File: src/rtl/branch_pc_ctrl.sv
// Fetch PC controller: sequential stepping, taken-branch redirects with
// flush pulses, stall-buffered redirects and a halt freeze.
module branch_pc_ctrl #(
    parameter logic [15:0] RESET_PC = 16'h0000,
    parameter int          PC_STEP  = 2
) (
    input  logic        clk,
    input  logic        rst,
    input  logic        branchValid,
    input  logic        jmpTrue,
    input  logic [15:0] result,
    input  logic        stall,
    input  logic        halt,
    output logic [15:0] pc,
    output logic [15:0] pcPlus2,
    output logic        flushIF,
    output logic        flushID,
    output logic        halted,
    output logic [7:0]  takenCount
);

    typedef enum logic [1:0] {
        RUN,
        PEND,
        HALTED
    } state_t;

    localparam logic [15:0] STEP = 16'(PC_STEP);

    state_t      state;
    state_t      stateNext;
    logic [15:0] pendTarget;
    logic [15:0] pendNext;
    logic [15:0] pcNext;
    logic        flushQ;
    logic        flushNext;
    logic [7:0]  countNext;
    logic        redirect;
    logic [15:0] target;
    logic [7:0]  countInc;

    // Instructions are halfword aligned, so the target LSB is discarded.
    assign redirect = branchValid & jmpTrue;
    assign target   = result & 16'hFFFE;
    assign pcPlus2  = pc + STEP;
    assign countInc = (takenCount == 8'hFF) ? takenCount : takenCount + 8'd1;

    always_ff @(posedge clk) begin
        if (rst) begin
            state      <= RUN;
            pc         <= RESET_PC;
            pendTarget <= 16'h0000;
            flushQ     <= 1'b0;
            takenCount <= 8'h00;
        end else begin
            state      <= stateNext;
            pc         <= pcNext;
            pendTarget <= pendNext;
            flushQ     <= flushNext;
            takenCount <= countNext;
        end
    end

    always_comb begin
        stateNext = state;
        pcNext    = pc;
        pendNext  = pendTarget;
        flushNext = 1'b0;
        countNext = takenCount;
        unique case (state)
            RUN: begin
                if (redirect) begin
                    countNext = countInc;
                    if (stall) begin
                        pendNext  = target;
                        stateNext = PEND;
                    end else begin
                        pcNext    = target;
                        flushNext = 1'b1;
                    end
                end else if (!stall) begin
                    if (halt) begin
                        stateNext = HALTED;
                    end else begin
                        pcNext = pcPlus2;
                    end
                end
            end
            // The pipeline is frozen, so later branches are not yet real.
            PEND: begin
                if (!stall) begin
                    pcNext    = pendTarget;
                    flushNext = 1'b1;
                    stateNext = halt ? HALTED : RUN;
                end
            end
            HALTED: begin
                if (!halt) begin
                    stateNext = RUN;
                end
            end
            default: begin
                stateNext = RUN;
            end
        endcase
    end

    assign flushIF = flushQ;
    assign flushID = flushQ;
    assign halted  = (state == HALTED);

endmodule

File: config.mk
export PLATFORM = sky130hd
export DESIGN_NAME = branch_pc_ctrl
export DESIGN_NICKNAME = d
export VERILOG_FILES = /design/src/rtl/branch_pc_ctrl.sv
export SDC_FILE = /design/constraint.sdc
export NUM_CORES = 1
export LEC_CHECK = 0
export ABC_AREA = 1
export CELL_PAD_IN_SITES_DETAIL_PLACEMENT = 0
export CELL_PAD_IN_SITES_GLOBAL_PLACEMENT = 1
export CORE_ASPECT_RATIO = 1.1
export CORE_UTILIZATION = 35
export DETAILED_ROUTE_END_ITERATION = 10
export MAX_ROUTING_LAYER = met4
export PLACE_DENSITY_LB_ADDON = 0.1
export SYNTH_ARGS = -nofsm -noshare
export SYNTH_HDL_FRONTEND = slang
export SYNTH_SLANG_ARGS = --single-unit
File: constraint.sdc
create_clock -name clk -period 3.82 [get_ports clk]
set_input_delay 0.382 -clock clk [delete_from_list [all_inputs] [get_ports clk]]
set_output_delay 0.382 -clock clk [all_outputs]
set_load 0.01 [all_outputs]
== Word-level counts from Yosys, hierarchy flattened ==
Index checks and enable logic that the tools add are counted.

* Memory bits (read-only): 0
* Memories kept: 0
* Output and inout port bits: 43
* Memory bits (writable): 0
* Word-level logic and storage cells: 42
* Register bits after elaboration: 42
* Latch bits: 0
* Input port bits: 22

* Bitwise operators: 2
* Equality and inequality tests: 10
* Div/mod/pow operators: 0
* Reductions and logical operators: 6
* Shift-type cells: 0
* Mux-type cells: 17
* Add/sub/neg operators: 2
* $mul: 0
* $lt $le $gt $ge: 0

{| class="wikitable"
|+ Operator list
! kind !! number
|-
| 16-bit 2-to-1 mux || 5
|-
| 16-bit one-hot mux with 2 select lines || 1
|-
| 16-bit by 2-bit adder with 16-bit output (second input constant) || 1
|-
| 2-bit 2-to-1 mux || 7
|-
| 3-bit inequality test (second input constant) || 4
|-
| 8-bit by 1-bit adder with 8-bit output (second input constant) || 1
|-
| 8-bit equality test (second input constant) || 1
|-
| 2-bit inequality test (second input constant) || 3
|-
| 2-bit one-hot mux with 3 select lines || 1
|-
| 3-bit AND reduction || 2
|-
| 5-bit AND reduction || 1
|-
| 4-bit AND reduction || 1
|-
| 2-bit by 1-bit equality test with 1-bit output (second input constant) || 1
|-
| 2-bit equality test (second input constant) || 1
|-
| 2-bit zero test || 1
|-
| 1-bit 2-to-1 mux || 2
|-
| 1-bit one-hot mux with 2 select lines || 1
|-
| 2-bit nonzero test || 1
|-
| 1-bit AND || 1
|-
| 1-bit NOT || 1
|}

== Depth between registers and ports, before layout ==
* Word-level depth: 5
* Mapped depth: 9
* Gate-level depth less buffers: 8

== Least setup slack after synthesis ==
OpenSTA, ideal clock, no wires.

* Kind: reg-to-output
* Start point: register pc[1]
* End point: output port pcPlus2[13]
* Slack: 2.273 ns
* Arrival: 1.165 ns
* Required time: 3.438 ns
* Cell stages (with the launch flop): 7
* Path through: dfxtp_1 > ha_1 > nand3_1 > inv_1 > nand3_1 > nand2_1 > nand2_1

* Longest elaborated chain between the ends: 1

{| class="wikitable"
|+ RTL lines
! what !! line !! source
|-
| start: declaration || 14 || <nowiki>output logic [15:0] pc,</nowiki>
|-
| start signal: assignment || 57 || <nowiki>pc <= pcNext;</nowiki>
|-
| 16-bit by 2-bit adder with 16-bit output || 45 || <nowiki>assign pcPlus2 = pc + STEP;</nowiki>
|-
| end: declaration || 15 || <nowiki>output logic [15:0] pcPlus2,</nowiki>
|}

Every way passes these cells.

== Worst setup path after layout ==
* Start point: register pc[1]
* End point: output port pcPlus2[11]

Same word-level chain as after synthesis.

==> flow_summary.yaml <==
clock_tree:
  clock-sinks: 41
  cts_root_buf: "clkbuf_8"
  postCtsSetupBuffers: 0
  cts.reportedPaths.clkPinSlew_ps: 80
  cts_buffers: 5
  cts_resized: 0
  cts_max_level: 2
  ctsHoldBuffers: 0
  clock_path_buffers: 2
  clock_latency_ps: 290
  cts_tree: "yes"
pwr:
  power.total_uw: 985.5
  peakVddDrop_mv: 0.1737
  p_leak_uw: 0.001221
  power.density_nw_per_um2: 330.8
place:
  globalplace.congestion: 0.7591
  detailed_place_hpwl_um: 4178
  port_buffers: 61
  place_ws_ps: 1176
yosys:
  synth_top_flop_cell: "dfxtp_1"
  ys_async_sr_fraction_pct: 0
  ys_types: 31
  synth_edf_count: 0
  synth_cells: 337
  ys_ff_latch: 41
  syn_area_sq_um: 2260
  syn_area_per_cell_sq_um: 6.705
  synth-seq-area-share_pct: 36.32
  yosysWarningCount: 0
critical_path:
  crit_required_ps: 3440
  worstSetupStartpointType: "flip-flop"
  path_class: "reg -> out"
  crit_path_end_kind: "primary output"
  path_cells: "ha_1 > nand3_1 > inv_1 > nand4_1 > nand2_1 > clkdlybuf4s50_1"
  reg2reg_slack_ps: 2140
  critical_path_depth: 6
  r2r_start: "state[1]$_SDFFE_PP0P_"
  reg2reg_depth: 6
  critPathTopFamily: "buffers and inverters"
  cp.arrival_ps: 2160
  r2r_end: "pendTarget[5]$_SDFFE_PP0P_"
  slowest_delay_ps: 530
  cp-endpoint: "pcPlus2[11]"
  cpMaxStageDelayCell: "clkdlybuf4s50_1"
  path_max_fanout: 6
  path_buf_inv: 2
  crit_path_start: "pc[1]$_SDFFE_PP0P_"
drt:
  routedWlPerCell_um: 13.16
  drtAntennaViolNets: 0
  via_per_inst: 4.888
  routed_wl_um: 6212
  dr.pass1.iters: 4
  via_count: 2307
  route.detailed.drc: 0
  first_iter_violations: 74
job:
  maxCapViolCount: 0
timing:
  rsz0062_at_grt: "false"
  final_hold_viol_count: 0
  fin_ws_ps: 1281
  fin_crit_ps: 2539
  worstMarginPinSlew_ps: 897.4
  max_slew_margin_pct: 40.11
  fmax_mhz: 393.8
  finalCritPeriodShare_pct: 66.47
  skew_ps: 4.201
  maxSlewViolCount: 0
  setup_tns_ps: 0
  setup_viol: 0
final_layout:
  layout-drive-gt1-share_pct: 5.612
  diodes: 0
  final_common_cell: "nand2_1"
  multi_input_area_sq_um: 1234
  fillerInstances: 671
  fin_nets: 415
  final_cell_mix: "65 x nand2_1, 61 x clkdlybuf4s50_1, 53 x a21oi_1, 41 x dfxtp_1, 40 x nor2_1"
  seqCellArea_sq_um: 820.8
  synthToLayoutAreaGrowth_pct: 31.84
die:
  coreArea_sq_um: 6193
  die_x_um: 78.61
  die_h_um: 86.27
  ioPinCount: 65
  start_util_pct: 36.48
  rows: 30
  die_area_sq_um: 6782
run_status:
  status: "complete, no violations"
global_route:
  overflow: 0
  grt_pass1_vias: 2188
  grtUsageTotal_pct: 20.00
  antenna_found_initial: 0
  grt_pass1_wl_um: 10430
  grt_start_max_net_pins: 33
min_path:
  hp-class: "reg -> reg"
  min_path_cells: 2
[cells in the mapped netlist, types with 3 or more instances]
master	n	area (sq um)
clkbuf_1	5	18.77
buf_4	4	30.03
inv_2	3	11.26
o21ai_0	34	170.2
buf_2	6	30.03
nand2_1	65	244.0
xor2_1	5	43.79
nand4_1	6	37.54
nor2_1	40	150.1
nor2_2	4	25.02
xnor2_1	5	43.79
a21oi_1	53	265.3
dfxtp_1	41	820.8
inv_1	29	108.9
nand3_1	15	75.07
[metrics by stage]
step	hold WS, ps	util (%)	cells	instance area, sq um
after floorplan	455.3	-	338	2263
after global placement	479.9	46.81	464	2899
after detailed placement	477.6	46.81	464	2899
after CTS	502.4	48.10	472	2979
after global routing	537.1	48.10	472	2979
final	506.2	48.10	472	2979
[worst register-to-register path, stage by stage (launching register included)]
cell     delay, ps
dfxtp_1        360
inv_1          120
nand3_2        120
nor2_4         450
inv_1          300
nor2_1         150
nor2_1          60
[flip-flops by register name, indices dropped and copies added (netlist names)]
name,cells
pc,15
pendTarget,15
takenCount,8
state,2
flushID,1
[per-layer routing]
layer | up-vias | routed length [um] | global-route usage (%)
met2 | 47 | 2957 | 34.31
met1 | 1048 | 3020 | 24.52
met3 | 2 | 209 | 3.263
met4 | 0 | 25 | 4.545
met5 | - | 0 | -
li1 | 1210 | - | -
[cell type report]
class	count	area share, %
Inverter	33	4.242
Sequential cell	41	27.55
Tap cell	80	3.360
Timing Repair Buffer	62	20.75
Clock buffer	8	2.688
Multi-Input combinational cell	248	41.41
[worst min path at each step]
stage / startpoint / end / slack [ps]
floorplan: pendTarget[2]$_SDFFE_PP0P_ / pc[2]$_SDFFE_PP0P_ / 460
global placement: pendTarget[2]$_SDFFE_PP0P_ / pc[2]$_SDFFE_PP0P_ / 480
detailed placement: pendTarget[2]$_SDFFE_PP0P_ / pc[2]$_SDFFE_PP0P_ / 480
CTS: pendTarget[2]$_SDFFE_PP0P_ / pc[2]$_SDFFE_PP0P_ / 500
global route: pendTarget[2]$_SDFFE_PP0P_ / pc[2]$_SDFFE_PP0P_ / 540
finish: pendTarget[2]$_SDFFE_PP0P_ / pc[2]$_SDFFE_PP0P_ / 510
[kinds of logic (layout without fill, tap and decap cells)]
kind of cell	count (synthesis)	after routing	synth area share (%)
xor gates and xnor gates	10	10	3.876
adders and majority gates	2	2	1.107
DFF	41	41	36.32
and+or+nand+nor	142	142	27.85
other	1	2	0.1660
buffers and inverters	49	103	9.247
AOI/OAI and AO/OA	92	92	21.43
[power by group]
part | internal [uW] | leakage [uW] | switching, uW | total, uW
registers | 453 | 0.000336 | 27.5 | 480
clock network | 130 | 0.0000395 | 154 | 284
logic | 109 | 0.000846 | 112 | 222
Power figures use the tool's default switching activity.
